$ cat src/rtl/vq_lbg_pkg.sv
// Shared state encoding, codebook-mux codes and per-state select decode for the LBG trainer.
package vq_lbg_pkg;

  localparam int DIST_W_DFLT = 41;

  typedef enum logic [2:0] {
    ST_IDLE  = 3'd0,
    ST_MEAN  = 3'd1,
    ST_SPLIT = 3'd2,
    ST_CLS   = 3'd3,
    ST_UPD   = 3'd4,
    ST_CHECK = 3'd5,
    ST_DONE  = 3'd6
  } state_e;

  localparam logic [1:0] CB_SEL_MEAN  = 2'd0;
  localparam logic [1:0] CB_SEL_SPLIT = 2'd1;
  localparam logic [1:0] CB_SEL_UPD   = 2'd2;
  localparam logic [1:0] CB_SEL_NONE  = 2'd3;

  function automatic logic [1:0] cb_sel_of(input state_e s);
    logic [1:0] sel;
    case (s)
      ST_MEAN:  sel = CB_SEL_MEAN;
      ST_SPLIT: sel = CB_SEL_SPLIT;
      ST_UPD:   sel = CB_SEL_UPD;
      default:  sel = CB_SEL_NONE;
    endcase
    return sel;
  endfunction

  // MFCC port belongs to the mean engine only while it runs; idle parks it at 0 as well.
  function automatic logic mfcc_sel_of(input state_e s);
    return (s != ST_IDLE) && (s != ST_MEAN);
  endfunction

endpackage

$ cat src/rtl/vq_lbg_conv_chk.sv
// Combinational convergence test: relative distortion drop below 2^-THR_SHIFT, or zero distortion.
module vq_lbg_conv_chk #(
  parameter int DIST_W    = 41,
  parameter int THR_SHIFT = 6
) (
  input  logic [DIST_W-1:0] d_prev,
  input  logic [DIST_W-1:0] d_cur,
  output logic              conv
);

  localparam int EXT_W = DIST_W + THR_SHIFT;

  logic [DIST_W-1:0] diff;
  logic [EXT_W-1:0]  diff_sh;
  logic [EXT_W-1:0]  cur_ext;
  logic              non_div;

  // Widened so the shifted drop can never wrap past D_cur.
  always_comb begin
    diff    = d_prev - d_cur;
    diff_sh = EXT_W'(diff) << THR_SHIFT;
    cur_ext = EXT_W'(d_cur);
    non_div = (d_prev >= d_cur);
    conv    = (d_cur == '0) || (non_div && (diff_sh < cur_ext));
  end

endmodule

$ cat src/rtl/vq_lbg_train_ctrl.sv
// LBG codebook-training sequencer: mean-init, then per level split -> (classify -> check -> update)*.
// Engine starts are 1-cycle registered pulses on state entry; abort returns to IDLE on the next edge.
module vq_lbg_train_ctrl
  import vq_lbg_pkg::*;
#(
  parameter int LOG2_K    = 4,
  parameter int MAX_ITER  = 8,
  parameter int THR_SHIFT = 6,
  parameter int DIST_W    = DIST_W_DFLT,
  parameter int FRAME_W   = 9
) (
  input  logic               clk,
  input  logic               rst,
  input  logic               start,
  input  logic               abort,
  input  logic [FRAME_W-1:0] frame_num,
  output logic               busy,
  output logic               done,
  output logic               err_nodata,
  output logic [2:0]         level,
  output logic [7:0]         iter_cnt,
  output logic [DIST_W-1:0]  final_dist,
  output logic               empty_cells,
  output logic               mean_start,
  input  logic               mean_done,
  output logic               split_start,
  input  logic               split_done,
  output logic               cls_start,
  input  logic               cls_done,
  input  logic [DIST_W-1:0]  cls_dist,
  output logic               upd_start,
  input  logic               upd_done,
  input  logic               upd_empty,
  output logic [1:0]         cb_wr_sel,
  output logic               mfcc_rd_sel
);

  state_e            state_q, state_d;
  logic [2:0]        level_q, level_d;
  logic [7:0]        iter_q, iter_d;
  logic [7:0]        iter_inc;
  logic [DIST_W-1:0] d_prev_q, d_prev_d;
  logic [DIST_W-1:0] d_cur_q, d_cur_d;
  logic [DIST_W-1:0] final_q, final_d;
  logic              empty_q, empty_d;
  logic              mean_go, split_go, cls_go, upd_go, done_go, nodata_go;
  logic              conv;

  vq_lbg_conv_chk #(
    .DIST_W    (DIST_W),
    .THR_SHIFT (THR_SHIFT)
  ) u_conv_chk (
    .d_prev (d_prev_q),
    .d_cur  (d_cur_q),
    .conv   (conv)
  );

  assign iter_inc = iter_q + 8'd1;

  always_comb begin
    state_d   = state_q;
    level_d   = level_q;
    iter_d    = iter_q;
    d_prev_d  = d_prev_q;
    d_cur_d   = d_cur_q;
    final_d   = final_q;
    empty_d   = empty_q;
    mean_go   = 1'b0;
    split_go  = 1'b0;
    cls_go    = 1'b0;
    upd_go    = 1'b0;
    done_go   = 1'b0;
    nodata_go = 1'b0;

    if (abort) begin
      state_d = ST_IDLE;
    end else begin
      case (state_q)
        ST_IDLE: begin
          if (start) begin
            if (frame_num == '0) begin
              nodata_go = 1'b1;
            end else begin
              state_d = ST_MEAN;
              mean_go = 1'b1;
              level_d = '0;
              iter_d  = '0;
              empty_d = 1'b0;
              final_d = '0;
            end
          end
        end
        ST_MEAN: begin
          if (mean_done) begin
            state_d  = ST_SPLIT;
            split_go = 1'b1;
          end
        end
        ST_SPLIT: begin
          if (split_done) begin
            state_d  = ST_CLS;
            cls_go   = 1'b1;
            level_d  = level_q + 3'd1;
            iter_d   = '0;
            d_prev_d = '1;
          end
        end
        ST_CLS: begin
          if (cls_done) begin
            d_cur_d = cls_dist;
            state_d = ST_CHECK;
          end
        end
        ST_CHECK: begin
          iter_d = iter_inc;
          if (conv || (iter_inc == 8'(MAX_ITER))) begin
            if (level_q == 3'(LOG2_K)) begin
              state_d = ST_DONE;
              done_go = 1'b1;
              final_d = d_cur_q;
            end else begin
              state_d  = ST_SPLIT;
              split_go = 1'b1;
            end
          end else begin
            d_prev_d = d_cur_q;
            state_d  = ST_UPD;
            upd_go   = 1'b1;
          end
        end
        ST_UPD: begin
          if (upd_done) begin
            state_d = ST_CLS;
            cls_go  = 1'b1;
            empty_d = empty_q | upd_empty;
          end
        end
        ST_DONE: state_d = ST_IDLE;
        default: state_d = ST_IDLE;
      endcase
    end
  end

  always_ff @(posedge clk or posedge rst) begin
    if (rst) begin
      state_q     <= ST_IDLE;
      level_q     <= '0;
      iter_q      <= '0;
      d_prev_q    <= '1;
      d_cur_q     <= '0;
      final_q     <= '0;
      empty_q     <= 1'b0;
      busy        <= 1'b0;
      done        <= 1'b0;
      err_nodata  <= 1'b0;
      mean_start  <= 1'b0;
      split_start <= 1'b0;
      cls_start   <= 1'b0;
      upd_start   <= 1'b0;
      cb_wr_sel   <= CB_SEL_NONE;
      mfcc_rd_sel <= 1'b0;
    end else begin
      state_q     <= state_d;
      level_q     <= level_d;
      iter_q      <= iter_d;
      d_prev_q    <= d_prev_d;
      d_cur_q     <= d_cur_d;
      final_q     <= final_d;
      empty_q     <= empty_d;
      busy        <= (state_d != ST_IDLE) && (state_d != ST_DONE);
      done        <= done_go;
      err_nodata  <= nodata_go;
      mean_start  <= mean_go;
      split_start <= split_go;
      cls_start   <= cls_go;
      upd_start   <= upd_go;
      cb_wr_sel   <= cb_sel_of(state_d);
      mfcc_rd_sel <= mfcc_sel_of(state_d);
    end
  end

  assign level       = level_q;
  assign iter_cnt    = iter_q;
  assign final_dist  = final_q;
  assign empty_cells = empty_q;

endmodule

$ cat config.mk
export PLATFORM = sky130hd
export DESIGN_NAME = vq_lbg_train_ctrl
export DESIGN_NICKNAME = d
export VERILOG_FILES = /design/src/rtl/vq_lbg_pkg.sv /design/src/rtl/vq_lbg_conv_chk.sv /design/src/rtl/vq_lbg_train_ctrl.sv
export SDC_FILE = /design/constraint.sdc
export NUM_CORES = 1
export LEC_CHECK = 0
export CAP_MARGIN = 15
export CORE_MARGIN = 3
export CORE_UTILIZATION = 40
export CTS_CLUSTER_DIAMETER = 150
export DETAILED_ROUTE_END_ITERATION = 10
export PLACE_DENSITY = 0.69
export SYNTH_ARGS = -nofsm -noshare
export SYNTH_HDL_FRONTEND = slang
export SYNTH_SLANG_ARGS = --single-unit
$ cat constraint.sdc
create_clock -name clk -period 5.8 [get_ports clk]
set_input_delay 1.16 -clock clk [delete_from_list [all_inputs] [get_ports clk]]
set_output_delay 1.16 -clock clk [all_outputs]
set_load 0.01 [all_outputs]
==> results.py <==
metrics = {
    "layout": {
        "final_common_cell": "clkdlybuf4s50_1",
        "n_antenna_cell": 0,
        "nNetsFinal": 1283,
        "fin_cells": 1476,
        "drive_above_1_share_pct": 12.88,
        "area_growth_pct": 23.06,
        "final_cell_mix": "clkdlybuf4s50_1, nand2_1, dfrtp_1, o21ai_0, ha_1",
    },
    "detailed_routing": {
        "drt_wl_total_mm": 27.34,
        "postRouteAntennaNets": 0,
        "avgRoutedWirePerCell_um": 18.52,
        "drtIter0Drc": 501,
        "vias": 8434,
        "first_pass_iters": 5,
        "drt-vias-per-instance": 5.714,
        "drc": 0,
    },
    "grt": {
        "grt_util_met1_pct": 27.50,
        "use_met2_pct": 34.59,
        "use_met3_pct": 3.520,
        "grt_max_degree": 112,
        "grt_pass1_vias": 8301,
        "grt-ovfl-total": 0,
        "antenna_found_initial": 0,
        "grt_use_total_pct": 20.66,
        "grt_pass1_wl_mm": 43.78,
        "busiest_layer": "met2",
    },
    "power": {
        "switchingPower_w": 0.002756,
        "leakage_nw": 5.159,
        "pwr-share-seq_pct": 24.9,
        "p_per_area_nw_per_um2": 508.3,
        "power_frac_comb_pct": 56.5,
        "power_frac_clock_pct": 18.6,
        "switching_share_pct": 45.11,
        "irDropWorstVdd_mv": 0.2078,
        "p_int_w": 0.003353,
    },
    "critical_path": {
        "crit_type": "reg -> reg",
        "endpoint_kind": "flip-flop",
        "crit_family": "compound AO/OA/AOI/OAI gates",
        "startpoint_type": "flip-flop",
        "critPathMaxStageDelay_ps": 570,
        "critPathSlowestCell": "or4_4",
        "worstPathArrival_ps": 5780,
        "critPathBufInv": 3,
        "cp_data_required_time_ps": 6110,
        "crit_fanout": 29,
    },
    "clock_network": {
        "ctsHtreeMaxLevel": 4,
        "cts_setup_buffers": 0,
        "cts-root-buf": "clkbuf_16",
        "clkTransAtPathRegs_ps": 70,
        "holdBufCountCts": 0,
        "clockBufferDepth": 2,
        "clock_latency_ps": 440,
        "numClockSinks": 148,
        "cts_tree": "built",
        "numCtsBuffers": 17,
    },
    "placed_design": {
        "gp_congestion": 0.9416,
        "io_buffers": 121,
        "place_hpwl_mm": 20.46,
        "preCtsSetupSlack_ps": 43.14,
        "dp_cells": 1444,
    },
    "synthesis": {
        "yosys_warnings": 0,
        "syn_inst": 1036,
        "synth_cell_types": 75,
        "synth_nets": 1175,
        "synth_top_area_share_pct": 26.90,
        "synth_largest_area_cell": "dfrtp_1",
        "syn-cell-area_um2": 9768,
        "synth.area.top_cells": "dfrtp_1, dfstp_2, ha_1",
        "synth_edf_count": 0,
        "syn_avg_cell_area_um2": 9.429,
        "async_flop_share_pct": 100.0,
        "seq_area_frac_synth_pct": 38.47,
        "ys.flop_type": "dfrtp_1",
        "ys_ff_latch": 148,
    },
    "floorplan": {
        "io_pins": 122,
        "dieArea_um2": 26330,
        "core_um2": 23750,
        "num_rows": 56,
        "die_x_um": 162.3,
        "start_util_pct": 41.12,
        "die_h_um": 162.3,
    },
    "job": {
        "drv_cap": 0,
    },
    "timing": {
        "fin_ws_ps": 332.9,
        "setup_viol": 0,
        "worstMarginPinSlew_ps": 989.7,
        "layout_min_cycle_time_ps": 5467,
        "fmax_mhz": 182.9,
        "hold_viol": 0,
        "relSlewSlack_pct": 34.02,
        "slew_violations": 0,
        "fin_skew_ps": 15.10,
        "finalCritPeriodShare_pct": 94.26,
    },
    "worst_hold_path": {
        "hp-class": "reg -> reg",
    },
    "run_status": {
        "status": "completed",
    },
}
[layer usage]
layer / part of all wire, % / vias up / routed length (um)
li1: - / 4051 / -
met1: 46 / 4135 / 12560
met2: 48 / 207 / 13100
met3: 4.0 / 41 / 1106
met4: 2.1 / 0 / 579
met5: 0 / - / 0
[what timing repair did]
action | 4_1_cts | 5_1_grt
endpoints found under the hold margin | 0 | 0
gates resized for setup | 0 | 8
endpoints found under the setup margin | 0 | 86
[worst register-to-register path, stage by stage, from the launching register on]
cell and delay, ps:
dfstp_2 530, inv_1 40, ha_1 220, fa_1 400, and2b_1 240, o211ai_2 130, a31oi_4 280, a21boi_1 120
o21a_1 220, o21ai_2 180, a21o_1 140, a21oi_1 70, xnor2_1 150, ha_1 300, nand2_1 50, nor2_1 140
nand2_1 90, a2111oi_2 290, a211oi_1 120, or4_4 570, nand4_4 100, nor4_2 60, buf_4 170, a31o_4 260
buf_12 160, a221o_1 320
[flip-flops by register name, summed over array words and instances (netlist names), 2 cells and up]
name,flops
d_cur_q,41
state_q,3
cb_wr_sel,2
level,3
d_prev_q,41
final_dist,41
iter_cnt,8
[cells by family (layout without fill, tap and decap cells)]
family	Yosys count	after routing	synth area share, %
muxes	3	3	0.3330
DFF	148	148	38.47
adders and majority gates	80	80	10.32
AOI/OAI and AO/OA	339	339	26.63
and+or+nand+nor	324	324	16.34
xor gates and xnor gates	34	34	3.049
buffers and inverters	108	229	4.855
[stage by stage]
stage / hold slack (ps) / instance area [um2] / utilization [%] / TNS (ps) / power [W]
2_1_floorplan: 487.8 / 9768 / - / 0 / 0.004010
5_1_grt: 514.7 / 12020 / 50.61 / -0.9357 / 0.006575
3_5_place_dp: 499.9 / 11370 / 47.87 / 0 / 0.004875
3_3_place_gp: 483.1 / 11370 / 47.87 / 0 / 0.004842
4_1_cts: 509.1 / 11980 / 50.42 / 0 / 0.006049
6_report: 508.0 / 12020 / 50.61 / 0 / 0.006110
[Yosys cell counts (all sizes together) (3+ instances only)]
master and instances:
nand2b 6, o211ai 9, clkbuf 24, a311oi 3, a21oi 60, a211oi 6
o2111ai 3, and3 5, a2bb2oi 41, or2 4, a21boi 4, dfstp 43
nand2 112, nor3 20, buf 24, a2111oi 6, o21ai 94, nand4 18
xnor2 21, a22oi 3, ha 79, a31oi 12, and2 5, inv 60
dfrtp 105, nor2 57, o21bai 4, a21o 17, nand3 19, a31o 3
nor2b 53, nand3b 3, o21a 9, nor4 15, xor2 13, o31ai 8
a221o 41
[worst paths after layout]
check,endpoint,depth (start not counted),slack (ps),start
worst max-delay path,final_dist[12],25,330,d_prev_q[0]
worst min-delay path,d_prev_q[39],1,510,d_prev_q[39]
worst max register to register,final_dist[12],25,330,d_prev_q[0]
worst min register to register,d_prev_q[39],1,510,d_prev_q[39]
max in group asynchronous,d_prev_q[25],3,3330,rst
min in group asynchronous,final_dist[2],2,1340,rst
[area by class of cell]
cell class | instances | area, um2
fillers | 2151 | 11730
multi-input cells | 780 | 5608
flip-flops and latches | 148 | 3757
repair buffers | 137 | 1419
clock buffers | 17 | 425.4
well taps | 319 | 399.1
inverters | 60 | 230.2
clock inverters | 15 | 181.4
[power groups by stage]
stage / logic [W] / registers, W / clock network (W)
6_report: 0.00345 / 0.00152 / 0.00114
5_1_grt: 0.00383 / 0.00155 / 0.00120
3_5_place_dp: 0.00334 / 0.00153 / 0
3_3_place_gp: 0.00332 / 0.00153 / 0
4_1_cts: 0.00337 / 0.00152 / 0.00116
2_1_floorplan: 0.00254 / 0.00147 / 0
No activity file was read; power rests on OpenSTA's default activity.
